## src/rtl/turn_controller_if.sv

```systemverilog
// Turn controller bus: start/phase request, player buttons and digit value in,
// assembled code with valid/ready handshake and status pulses out.
// The master modport drives requests and buttons; the slave modport is the controller.
interface turn_controller_if;
  logic        start;
  logic        phase;
  logic        maker_is_A;
  logic        enterA;
  logic        enterB;
  logic [2:0]  SW;
  logic        code_ready;
  logic [11:0] code_out;
  logic        code_valid;
  logic        active_p;
  logic [1:0]  digit_idx;
  logic        busy;
  logic        reject;
  logic        illegal_press;
  logic        timeout;

  modport master (
    output start, phase, maker_is_A, enterA, enterB, SW, code_ready,
    input  code_out, code_valid, active_p, digit_idx, busy, reject, illegal_press, timeout
  );

  modport slave (
    input  start, phase, maker_is_A, enterA, enterB, SW, code_ready,
    output code_out, code_valid, active_p, digit_idx, busy, reject, illegal_press, timeout
  );
endinterface

```

## src/rtl/turn_controller.sv

```systemverilog
// Collects a 4-digit code (digits 0..5) from the active player, then offers it downstream.
// Latency: a press edge is reflected in code_out/digit_idx/pulses one cycle later.
// Backpressure: code_valid and code_out hold in OFFER until code_ready; no timeout there.
module turn_controller #(
  parameter int TIMEOUT_CYCLES = 1000
) (
  input  logic              clk,
  input  logic              reset,
  turn_controller_if.slave  bus
);

  typedef enum logic [1:0] {IDLE, COLLECT, OFFER} state_t;

  localparam logic [15:0] TIMER_LAST = 16'(TIMEOUT_CYCLES - 1);

  state_t      state_q, state_d;
  logic        active_q, active_d;
  logic [11:0] code_q, code_d;
  logic [1:0]  idx_q, idx_d;
  logic [15:0] timer_q, timer_d;
  logic        enter_a_q, enter_b_q;
  logic        reject_q, reject_d;
  logic        illegal_q, illegal_d;
  logic        timeout_q, timeout_d;

  logic        press_a, press_b, act_press, oth_press;

  // Rising edges against the registered button copies; held buttons give one press.
  assign press_a   = bus.enterA & ~enter_a_q;
  assign press_b   = bus.enterB & ~enter_b_q;
  assign act_press = active_q ? press_b : press_a;
  assign oth_press = active_q ? press_a : press_b;

  // Next-state, datapath and pulse decisions for the turn FSM.
  always_comb begin
    state_d   = state_q;
    active_d  = active_q;
    code_d    = code_q;
    idx_d     = idx_q;
    timer_d   = timer_q;
    reject_d  = 1'b0;
    illegal_d = 1'b0;
    timeout_d = 1'b0;
    case (state_q)
      IDLE: begin
        if (bus.start) begin
          // Maker entry selects the maker, guess entry selects the breaker.
          active_d = bus.phase ? bus.maker_is_A : ~bus.maker_is_A;
          code_d   = 12'd0;
          idx_d    = 2'd0;
          timer_d  = 16'd0;
          state_d  = COLLECT;
        end
      end
      COLLECT: begin
        if (oth_press) illegal_d = 1'b1;
        if (act_press) begin
          // Any active press, accepted or rejected, restarts the inactivity timer.
          timer_d = 16'd0;
          if (bus.SW <= 3'd5) begin
            case (idx_q)
              2'd0:    code_d[11:9] = bus.SW;
              2'd1:    code_d[8:6]  = bus.SW;
              2'd2:    code_d[5:3]  = bus.SW;
              default: code_d[2:0]  = bus.SW;
            endcase
            idx_d = idx_q + 2'd1;
            if (idx_q == 2'd3) state_d = OFFER;
          end else begin
            reject_d = 1'b1;
          end
        end else if (timer_q == TIMER_LAST) begin
          state_d   = IDLE;
          timeout_d = 1'b1;
          code_d    = 12'd0;
          idx_d     = 2'd0;
          timer_d   = 16'd0;
        end else begin
          timer_d = timer_q + 16'd1;
        end
      end
      OFFER: begin
        if (bus.code_ready) state_d = IDLE;
      end
      default: state_d = IDLE;
    endcase
  end

  // State, datapath, edge-detector and pulse registers.
  always_ff @(posedge clk or posedge reset) begin
    if (reset) begin
      state_q   <= IDLE;
      active_q  <= 1'b0;
      code_q    <= 12'd0;
      idx_q     <= 2'd0;
      timer_q   <= 16'd0;
      enter_a_q <= 1'b0;
      enter_b_q <= 1'b0;
      reject_q  <= 1'b0;
      illegal_q <= 1'b0;
      timeout_q <= 1'b0;
    end else begin
      state_q   <= state_d;
      active_q  <= active_d;
      code_q    <= code_d;
      idx_q     <= idx_d;
      timer_q   <= timer_d;
      enter_a_q <= bus.enterA;
      enter_b_q <= bus.enterB;
      reject_q  <= reject_d;
      illegal_q <= illegal_d;
      timeout_q <= timeout_d;
    end
  end

  assign bus.code_out      = code_q;
  assign bus.code_valid    = (state_q == OFFER);
  assign bus.active_p      = active_q;
  assign bus.digit_idx     = idx_q;
  assign bus.busy          = (state_q != IDLE);
  assign bus.reject        = reject_q;
  assign bus.illegal_press = illegal_q;
  assign bus.timeout       = timeout_q;

endmodule

```

## src/flat_wrapper.sv

```systemverilog
// flat-port wrapper written by rule: the top's interface ports become plain ports
module turn_controller_flat 
#(
  parameter int TIMEOUT_CYCLES = 1000
)
  (clk, reset, bus_start, bus_phase, bus_maker_is_A, bus_enterA, bus_enterB, bus_SW, bus_code_ready, bus_code_out, bus_code_valid, bus_active_p, bus_digit_idx, bus_busy, bus_reject, bus_illegal_press, bus_timeout);
  turn_controller_if bus_i ();
  input  logic clk;
  input  logic reset;
  input wire logic [$bits(bus_i.start)-1:0] bus_start;
  input wire logic [$bits(bus_i.phase)-1:0] bus_phase;
  input wire logic [$bits(bus_i.maker_is_A)-1:0] bus_maker_is_A;
  input wire logic [$bits(bus_i.enterA)-1:0] bus_enterA;
  input wire logic [$bits(bus_i.enterB)-1:0] bus_enterB;
  input wire logic [$bits(bus_i.SW)-1:0] bus_SW;
  input wire logic [$bits(bus_i.code_ready)-1:0] bus_code_ready;
  output wire logic [$bits(bus_i.code_out)-1:0] bus_code_out;
  output wire logic [$bits(bus_i.code_valid)-1:0] bus_code_valid;
  output wire logic [$bits(bus_i.active_p)-1:0] bus_active_p;
  output wire logic [$bits(bus_i.digit_idx)-1:0] bus_digit_idx;
  output wire logic [$bits(bus_i.busy)-1:0] bus_busy;
  output wire logic [$bits(bus_i.reject)-1:0] bus_reject;
  output wire logic [$bits(bus_i.illegal_press)-1:0] bus_illegal_press;
  output wire logic [$bits(bus_i.timeout)-1:0] bus_timeout;
  assign bus_i.start = bus_start;
  assign bus_i.phase = bus_phase;
  assign bus_i.maker_is_A = bus_maker_is_A;
  assign bus_i.enterA = bus_enterA;
  assign bus_i.enterB = bus_enterB;
  assign bus_i.SW = bus_SW;
  assign bus_i.code_ready = bus_code_ready;
  assign bus_code_out = bus_i.code_out;
  assign bus_code_valid = bus_i.code_valid;
  assign bus_active_p = bus_i.active_p;
  assign bus_digit_idx = bus_i.digit_idx;
  assign bus_busy = bus_i.busy;
  assign bus_reject = bus_i.reject;
  assign bus_illegal_press = bus_i.illegal_press;
  assign bus_timeout = bus_i.timeout;
  turn_controller #(.TIMEOUT_CYCLES(TIMEOUT_CYCLES)) u_core (.clk(clk), .reset(reset), .bus(bus_i));
endmodule
```

## config.mk

```make
export PLATFORM = sky130hd
export DESIGN_NAME = turn_controller_flat
export DESIGN_NICKNAME = d
export VERILOG_FILES = /design/src/rtl/turn_controller_if.sv /design/src/rtl/turn_controller.sv /design/src/flat_wrapper.sv
export SDC_FILE = /design/constraint.sdc
export NUM_CORES = 1
export LEC_CHECK = 0
export CAP_MARGIN = 20
export CORE_MARGIN = 5
export CORE_UTILIZATION = 53
export DETAILED_ROUTE_END_ITERATION = 8
export PLACE_DENSITY = 0.79
export SLEW_MARGIN = 10
export SYNTH_ARGS = -nofsm -noshare
export SYNTH_HDL_FRONTEND = slang
export SYNTH_SLANG_ARGS = --single-unit
```

## constraint.sdc

```tcl
create_clock -name clk -period 2.1 [get_ports clk]
set_input_delay 0.42 -clock clk [delete_from_list [all_inputs] [get_ports clk]]
set_output_delay 0.42 -clock clk [all_outputs]
set_load 0.01 [all_outputs]
```

==> results.md, run 1 <==
Run status:
- The flow ran to the end, and the final reports show no timing, DRC or antenna violations.

Power and ir drop:
- The maximum vdd ir drop is 0.536 mV.
- The combinational share of power is a little under two fifths.
- Sequential cells burn 43.0% of the power.
- The analysis attributes to net switching a power of 0.765 mW.
- Power comes to 2.12 mW.
- Internal power comes to approximately 1.4 mW.
- The power density of the placed cells is 899 nW/um2.
- Net switching is 36.0% of the power.
- The leakage dissipation is between 1 and 1.5 nW.
- The part of the total power dissipated in the clock network is 19.0%.

Floorplan:
- The die height is 69.9 um.
- The floorplan has 21 rows.
- The core region area is about 3400 um2.
- The horizontal extent of the die is 69.9 um.
- For this configuration, the core starts out at a cell density of 55.8%.
- 31 I/O pins were placed.
- The floorplan step defined a die boundary enclosing 4890 um2.

Synthesis:
- The number of enable-type register cells in the synthesized netlist is 0.
- After synthesis, the mean cell area works out to roughly 10 um2.
- The largest total area in the synthesized netlist belongs to sky130_fd_sc_hd__dfrtp_1.
- Counting flops and latches in the post-synthesis netlist gives 38.
- The async set or reset register ratio after synthesis is 100%.
- Summed over its instances, the top area cell type makes up 49.9% of the synthesized netlist area.
- By area the synthesized netlist is led by sky130_fd_sc_hd__dfrtp_1 (50%), sky130_fd_sc_hd__a22o_1 (6.0%), sky130_fd_sc_hd__ha_1 (3.3%).
- The post-synthesis net count is 198.
- The number of warnings reported in the yosys synthesis log is 0.
- After synthesis, flip-flops and latches occupy 49.9% of the total area.
- The cell count after synthesis came out at 182.
- The distinct cell type count of the synthesized netlist is 46.
- Ranked by instance count, the synthesized netlist is headed by sky130_fd_sc_hd__dfrtp_1 (38), sky130_fd_sc_hd__nor2_1 (14), sky130_fd_sc_hd__a22o_1 (13), sky130_fd_sc_hd__nand2_1 (13).
- The cell area after technology mapping is 1900 um2.
- For this run, the leading register cell type out of synthesis is sky130_fd_sc_hd__dfrtp_1.
- The most used standard cell by instance count after synthesis is sky130_fd_sc_hd__dfrtp_1.

Detailed routing:
- Wire segments on met2 add up to 2.08 mm in the final route.
- The routed layout has 1580 vias.
- For this run, design rule violations remaining after detail routing come to 0.
- The sum of met3 wire segment lengths after detailed routing is 152 um.
- The number of routed nets with antenna violations is 0.
- The via count normalized by instance count is 5.81.
- After the first detailed-routing iteration, the DRC count stood at 149.
- Before antenna repair, the detailed router went through 4 iterations.
- The uppermost metal layer occupied by signal nets is met4.
- The wire length on met1 is 1.91 mm.
- The routed wirelength normalized by instance count is 15.5 um.
- The final layout contains routed wiring with a total length of 4.21 mm.

Placed design:
- The post-placement worst setup slack is 0.0299 ns.
- The final weighted congestion in routability-driven placement is 0.847.
- The total cell area at the placement stage is 2300 um2.
- The count of buffers inserted at the top-level ports is 30.
- The number of placed instances, taps included is 264.
- Summed over all nets, the half-perimeter wirelength after detailed placement is 3.00 mm.

Worst setup path:
- The number of buffers and inverters on the critical path is 1.
- The worst register-to-register path ends at u_core.timer_q[14].
- Traced cell by cell, the critical path runs through or2_2 -> clkdlybuf4s50_1.
- The data arrival at the endpoint of the critical path is 1.59 ns.
- The startpoint-to-endpoint class of the critical path is reg -> out.
- The peak fanout along the critical path is 7.
- The slowest stage of the critical path is the sky130_fd_sc_hd__clkdlybuf4s50_1 cell.
- STA classifies the critical path endpoint as an output pin.
- The worst reg2reg path depth is 6.
- In this run the critical register-to-register path is launched from u_core.timer_q[0].
- The worst stage delay on the critical path is 0.48 ns.
- The data required time of the critical path is between 1.5 and 2 ns.
- The most critical setup path has its startpoint at u_core.state_q[0].
- The worst setup path is launched from a flop.
- The most critical setup path has its endpoint at bus_busy.
- The depth of the critical timing path with buffers and inverters included is 2.
- The kind of cell with the highest combined delay along the critical path is buffers and inverters.
- The setup check on the worst reg-to-reg path leaves a slack of 0.23 ns.

Finish:
- The finished cells cover 2360 um2.
- The total inserted antenna cells is 0.
- Once layout is complete, the cells apart from fillers number between 200 and 300.
- The utilization after layout is 69.2%.
- The total of fill cells in the finished design is 288.
- The fraction of layout cells with a size suffix above 1 is 14.2%.
- After the last flow step, the layout net total stands at 241.
- Compared with the post-synthesis result, the final layout area differs by 24.0%.

Timing:
- Between clock sinks in the finished design, the worst skew comes to 0.00929 ns.
- The count of final setup violators is 0.
- Dividing the final minimum period by the clock period gives between 90 and 100%.
- The worst path meets setup with a little under 0.09 ns of slack.
- Setup repair after global routing left no endpoint under its margin.
- The number of endpoints with negative hold slack in the final report was 0.
- The routed design could run at a clock period as short as 2.01 ns.
- The timing-limited maximum frequency is 0.497 GHz.
- The max-slew violation count is 0.
- Hold is met by 0.476 ns.
- The transition time of the tightest slew-check pin is roughly 0.55 ns.
- The relative slew slack is 63.3%.
- The final total negative setup slack is 0 ns.

Global route:
- In the global route stage, overall resource usage came out at roughly a fifth.
- The total congestion overflow is 0.
- The via count of the first global-routing pass is 1567.
- Entering global routing, the biggest net connects 39 pins.
- The wire length of the first global-routing pass is 7.34 mm.
- The initial antenna violation count is 0.

Clocking:
- The number of buffers inserted by hold repair at cts is 0.
- In this run the post-CTS setup repair buffer count came out at 0.
- For the worst-skew pair, the clock arrives at the later sink with an insertion delay of 0.35 ns.
- Clock tree synthesis found a total of 38 sinks.
- The clock buffer count from CTS is 5.
- The clock tree synthesis step divided the H-tree into 2 levels.
- The clock transition at the register clock pins on the worst setup and hold paths after CTS is 0.11 ns.
- The library cell used as clock root buffer is sky130_fd_sc_hd__clkbuf_4.
- The buffer depth of the longest clock path is 2.
- The CTS tree is done.
- The number of gates resized after cts is 0.

Run:
- Max-cap violations in this run came to 0.

Hold path:
- The type of the most critical hold path is in -> async.
==> cells in the final DEF (no fill, tap or decap), drive strengths merged, types with 6 or more instances in the layout <==
master and instances:
o21ai 10, and3 6, buf 10, inv 6, nor3b 6, clkbuf 7
nand2 13, a21o 7, nor2 15, nand3 12, dfrtp 38, clkdlybuf4s50 30
a31oi 7, a22o 13
==> routing by layer <==
| metal | up-vias | track usage [%] |
|---|---|---|
| met2 | 25 | 30.1 |
| met3 | 7 | 4.73 |
| met4 | 0 | 6.81 |
| met1 | 794 | 24.3 |
| met5 | - | 0 |
| li1 | 754 | - |
==> area by class of cell <==
cell class | instances | area (um2) | share of cell area [%]
tap | 46 | 57.6 | 2.44
multi-input combinational | 134 | 896 | 37.9
timing repair buffer | 40 | 375 | 15.9
clock buffer | 7 | 55.1 | 2.33
clock inverter | 1 | 5.00 | 0.212
sequential | 38 | 951 | 40.3
inverter | 6 | 22.5 | 0.953
==> flip-flops by register name, indices dropped and copies added, names as in the netlist <==
name and flops:
u_core.enter_b_q 1, u_core.bus.code_out 12, u_core.bus.active_p 1, u_core.bus.reject 1
u_core.state_q 2, u_core.enter_a_q 1, u_core.bus.digit_idx 2, u_core.bus.illegal_press 1
u_core.timer_q 16, u_core.bus.timeout 1
==> tightest hold or removal path, stage by stage <==
cell and delay (ns):
sky130_fd_sc_hd__clkdlybuf4s50_1 0.39, sky130_fd_sc_hd__inv_1 0.05, sky130_fd_sc_hd__buf_4 0.41
==> how the worst min path moves through the flow <==
stage | from | to | slack (ns) | cells after the start
floorplan | u_core.timer_q[9] | u_core.timer_q[9] | 0.44 | 1
global placement | u_core.timer_q[14] | u_core.timer_q[14] | 0.46 | 1
detailed placement | u_core.timer_q[9] | u_core.timer_q[9] | 0.48 | 1
CTS | reset | u_core.bus.illegal_press | 0.48 | 3
global route | reset | u_core.bus.timeout | 0.51 | 3
finish | reset | u_core.enter_a_q | 0.48 | 3
==> power groups by stage <==
stage	clock (mW)	combinational [mW]	sequential (mW)
global placement	0	0.775	0.915
finish	0.404	0.808	0.913
detailed placement	0	0.804	0.924
global route	0.458	0.889	0.926
floorplan	0	0.509	0.924
CTS	0.415	0.809	0.910
==> cell families (layout without fill, tap and decap cells) <==
| family | count (synthesis) | in the layout | share of synthesized area [%] |
|---|---|---|---|
| and+or+nand+nor | 73 | 73 | 22.5 |
| buffers and inverters | 10 | 54 | 3.02 |
| muxes | 1 | 1 | 0.591 |
| DFF | 38 | 38 | 49.9 |
| adders and majority gates | 5 | 5 | 3.29 |
| AOI/OAI and AO/OA | 51 | 51 | 18.8 |
| xor gates and xnor gates | 4 | 4 | 1.84 |
Note: power is estimated with default switching activity, not from simulation.
==> run 2: changes to the inputs <==
- GPL_ROUTABILITY_DRIVEN: not set -> 0
==> results of run 2 <==
Same layout as run 1: the final DEF is identical, and so are final timing and power.
==> run 3: changes to the inputs <==
- CORE_UTILIZATION: 53 -> 47
- PLACE_DENSITY: 0.79 -> 0.74
- clock period: 2.1 -> 1.8 ns (I/O delays scaled with it)
==> run 3 against run 2 <==
Register-to-register slack worse by 0.16 ns. Final cell count grew 11%. Cell area is 13% higher. Hold slack better by 0.0015 ns. Core utilization shrank 1.8 points. First-iteration DRC count fell by 34%. Total power rose by 45%. Sequential power is 15% higher. Non-clock buffer count grew 23. Via count rose by 6.6%. Clock power is 120% higher. Flip-flop and latch count unchanged. Critical path type unchanged.
==> results.md, run 3 (synthesis gave the netlist of run 1 again) <==
Run status:
- The run finished with clean final reports.

Run:
- The number of max-cap violations is 0 (unchanged).

Timing:
- The ratio of final minimum period to clock period is 96.3%.
- The count of final setup violators is 0 (unchanged).
- The max-slew violation count came to 0 (unchanged).
- For the finished layout, the period the worst path requires is between 1.5 and 2 ns.
- The relative slew slack is 67.0% (+3.7 points).
- The minimum hold slack came to 0.477 ns (+0.00150 ns).
- The transition time of the tightest slew-check pin is 0.495 ns (-0.0541 ns).
- The worst clock skew on the final layout is 0.00503 ns (-0.00426 ns).
- The number of endpoints with negative hold slack in the final report is 0 (unchanged).
- The worst path setup slack after routing is 0.0669 ns (-0.0224 ns).
- The timing-limited maximum frequency is slightly below 0.6 GHz.

Floorplan:
- The number of top-level pins is 31 (unchanged).
- The effective utilization at floorplan was 48.0% (-7.8 points).
- The die height is 73.7 um (+5.3%).
- The area of the die is 5430 um2 (+11%).
- The number of standard-cell rows in the floorplan was 23 (+9.5%).
- The horizontal extent of the die is 73.7 um (+5.3%).
- The core region area is 3970 um2 (+16%).

Detailed routing:
- The routed wirelength normalized by instance count is 15.3 um (-1.3%).
- The number of routed nets with antenna violations is 0 (unchanged).
- The wire length on met1 is 2.15 mm (+13%).
- The amount of wire on met2 after detailed routing came to 2.12 mm (+1.7%).
- The number of iterations in the first detailed-routing pass came to 4 (unchanged).
- The iteration-0 DRC count of the detailed router is 99 (-34%).
- The via count of the routed design is 1684 (+6.6%).
- The final wirelength is 4.59 mm (+9.2%).
- The sum of met3 wire segment lengths after detailed routing came to 231 um (+52%).
- The via count normalized by instance count is 5.59 (-3.7%).
- The count of unresolved DRC violations after routing is 0 (unchanged).
- The detailed router used layers up to and including met4.

Worst setup path:
- The data required time of the critical path is 1.44 ns (-0.24 ns).
- The setup slack of the most critical reg-to-reg path is 0.07 ns (-0.16 ns).
- The startpoint-to-endpoint class of the critical path is reg -> out.
- The worst reg2reg path depth came to 8 (+2).
- The critical path capture point is bus_busy.
- The first element of the critical path is u_core.state_q[1].
- In this run the critical register-to-register path is launched from u_core.timer_q[1].
- The worst setup path is launched from a flop.
- The type of destination of the critical path is an output pin.
- The peak fanout along the critical path is 6 (-1).
- The data arrival at the endpoint of the critical path is 1.37 ns (-0.22 ns).
- The endpoint of the worst register-to-register path is u_core.bus.digit_idx[0].

Power and ir drop:
- The total power is 3.09 mW (+45%).
- The maximum vdd ir drop is 0.637 mV (+19%).
- The power density of the placed cells was 1150 nW/um2 (+28%).
- The leakage dissipation is 1.25 nW (+16%).

Finish:
- The total inserted antenna cells is 0 (unchanged).
- Counting flops per register, the top entry is u_core.timer_q.
- The library cell used most frequently in the layout, excluding fill and tap cells, is sky130_fd_sc_hd__dfrtp_1.
- The area growth from synthesis to layout is 40.5%.
- In the layout the commonest cells are sky130_fd_sc_hd__dfrtp_1 (37), sky130_fd_sc_hd__buf_4 (33), sky130_fd_sc_hd__clkdlybuf4s50_1 (28).
- The fraction of layout cells with a size suffix above 1 came to 25.9% (+12 points).
- The number of flip-flops under the largest register name is 16 (unchanged).
- The final layout net count is 266 (+10%).

Global route:
- The total congestion overflow came to 0 (unchanged).
- The via count of the first global-routing pass was 1725 (+10%).
- The wire length of the first global-routing pass was 7.90 mm (+7.6%).
- The total global-route track usage is 18.7% (-0.022 points).
- The initial antenna violation count is 0 (unchanged).
- The largest net degree at the start of global routing is 39 (unchanged).

Placed design:
- The post-placement worst setup slack is -0.157 ns (-0.187 ns).
- The count of buffers inserted at the top-level ports was 30 (unchanged).
- The placed wire-length estimate after detailed placement is 3.14 mm (+4.6%).

Clocking:
- The number of clock sinks seen by CTS is 38 (unchanged).
- The clock latency of the later-clocked register in the worst-skew pair was 0.29 ns (-0.06 ns).
- The total number of H-tree levels was 2 (unchanged).
- The clock transition at the register clock pins on the worst setup and hold paths after CTS is 0.08 ns (-0.03 ns).
- The buffer depth of the longest clock path is 2 (unchanged).
- The CTS tree is done.
- The clock buffer count from CTS was 5 (unchanged).
- CTS placed an instance of sky130_fd_sc_hd__clkbuf_8 at the clock tree root.

Hold path:
- The path class of the tightest hold or removal check is in -> async.
[run 3: cell count changes in the layout (fill, tap and decap cells not counted), moves of 2 or more]
cell and change:
sky130_fd_sc_hd__bufinv_16 +2, sky130_fd_sc_hd__clkdlybuf4s50_1 -2, sky130_fd_sc_hd__clkbuf_4 -5, sky130_fd_sc_hd__o22ai_2 +2, sky130_fd_sc_hd__buf_4 +23, sky130_fd_sc_hd__clkbuf_8 +5, sky130_fd_sc_hd__o22ai_1 -2, sky130_fd_sc_hd__dlygate4sd2_1 +2
[run 3: layout make-up]
type | count | area [um2]
Multi-Input combinational cell | 136 | 951
Fill cell | 304 | 1290
Clock buffer | 6 | 82.6
Timing Repair Buffer | 63 | 546
Inverter | 6 | 22.5
Tap cell | 50 | 62.6
Clock inverter | 2 | 60.1
Sequential cell | 38 | 952
[run 3: worst min-delay path by stage]
stage,start,end,cells past startpoint
floorplan,bus_enterA,u_core.enter_a_q,0
global placement,u_core.timer_q[14],u_core.timer_q[14],1
detailed placement,u_core.timer_q[9],u_core.timer_q[9],1
CTS,u_core.timer_q[14],u_core.timer_q[14],1
global route,u_core.bus.code_out[6],u_core.bus.code_out[6],1
finish,reset,u_core.bus.code_out[3],3
[run 3: metal layers]
| metal | global-route usage [%] | vias up |
|---|---|---|
| li1 | - | 806 |
| met1 | 25.0 | 817 |
| met2 | 28.6 | 48 |
| met3 | 5.88 | 13 |
| met4 | 6.04 | 0 |
| met5 | 0 | - |
[run 3: worst max-delay path, cell delays in order, from the launching register on]
cell and delay, ns:
sky130_fd_sc_hd__dfrtp_1 0.38, sky130_fd_sc_hd__buf_4 0.15, sky130_fd_sc_hd__or2_2 0.26, sky130_fd_sc_hd__dlygate4sd2_1 0.29
[run 3: repair_timing]
action                     4_1_cts  5_1_grt
pin swaps                        1        2
cloned                           0        2
buffers inserted                 1        3
setup endpoints to repair        9       31
resized for setup                5        5
hold buffers                     0        0
[run 3: power breakdown]
group          switching (mW)  internal [mW]
combinational           0.577          0.553
sequential             0.0992          0.954
clock                   0.314          0.591
[run 3: metrics by stage]
stage / setup TNS (ns) / cell area [um2] / std cells / utilization (%)
CTS: 0 / 2610 / 296 / 65.7
global route: -0.0242 / 2680 / 301 / 67.4
detailed placement: -3.10 / 2450 / 287 / 61.7
finish: 0 / 2680 / 301 / 67.4
global placement: -2.25 / 2450 / 287 / 61.7
floorplan: 0 / 1900 / 182 / -
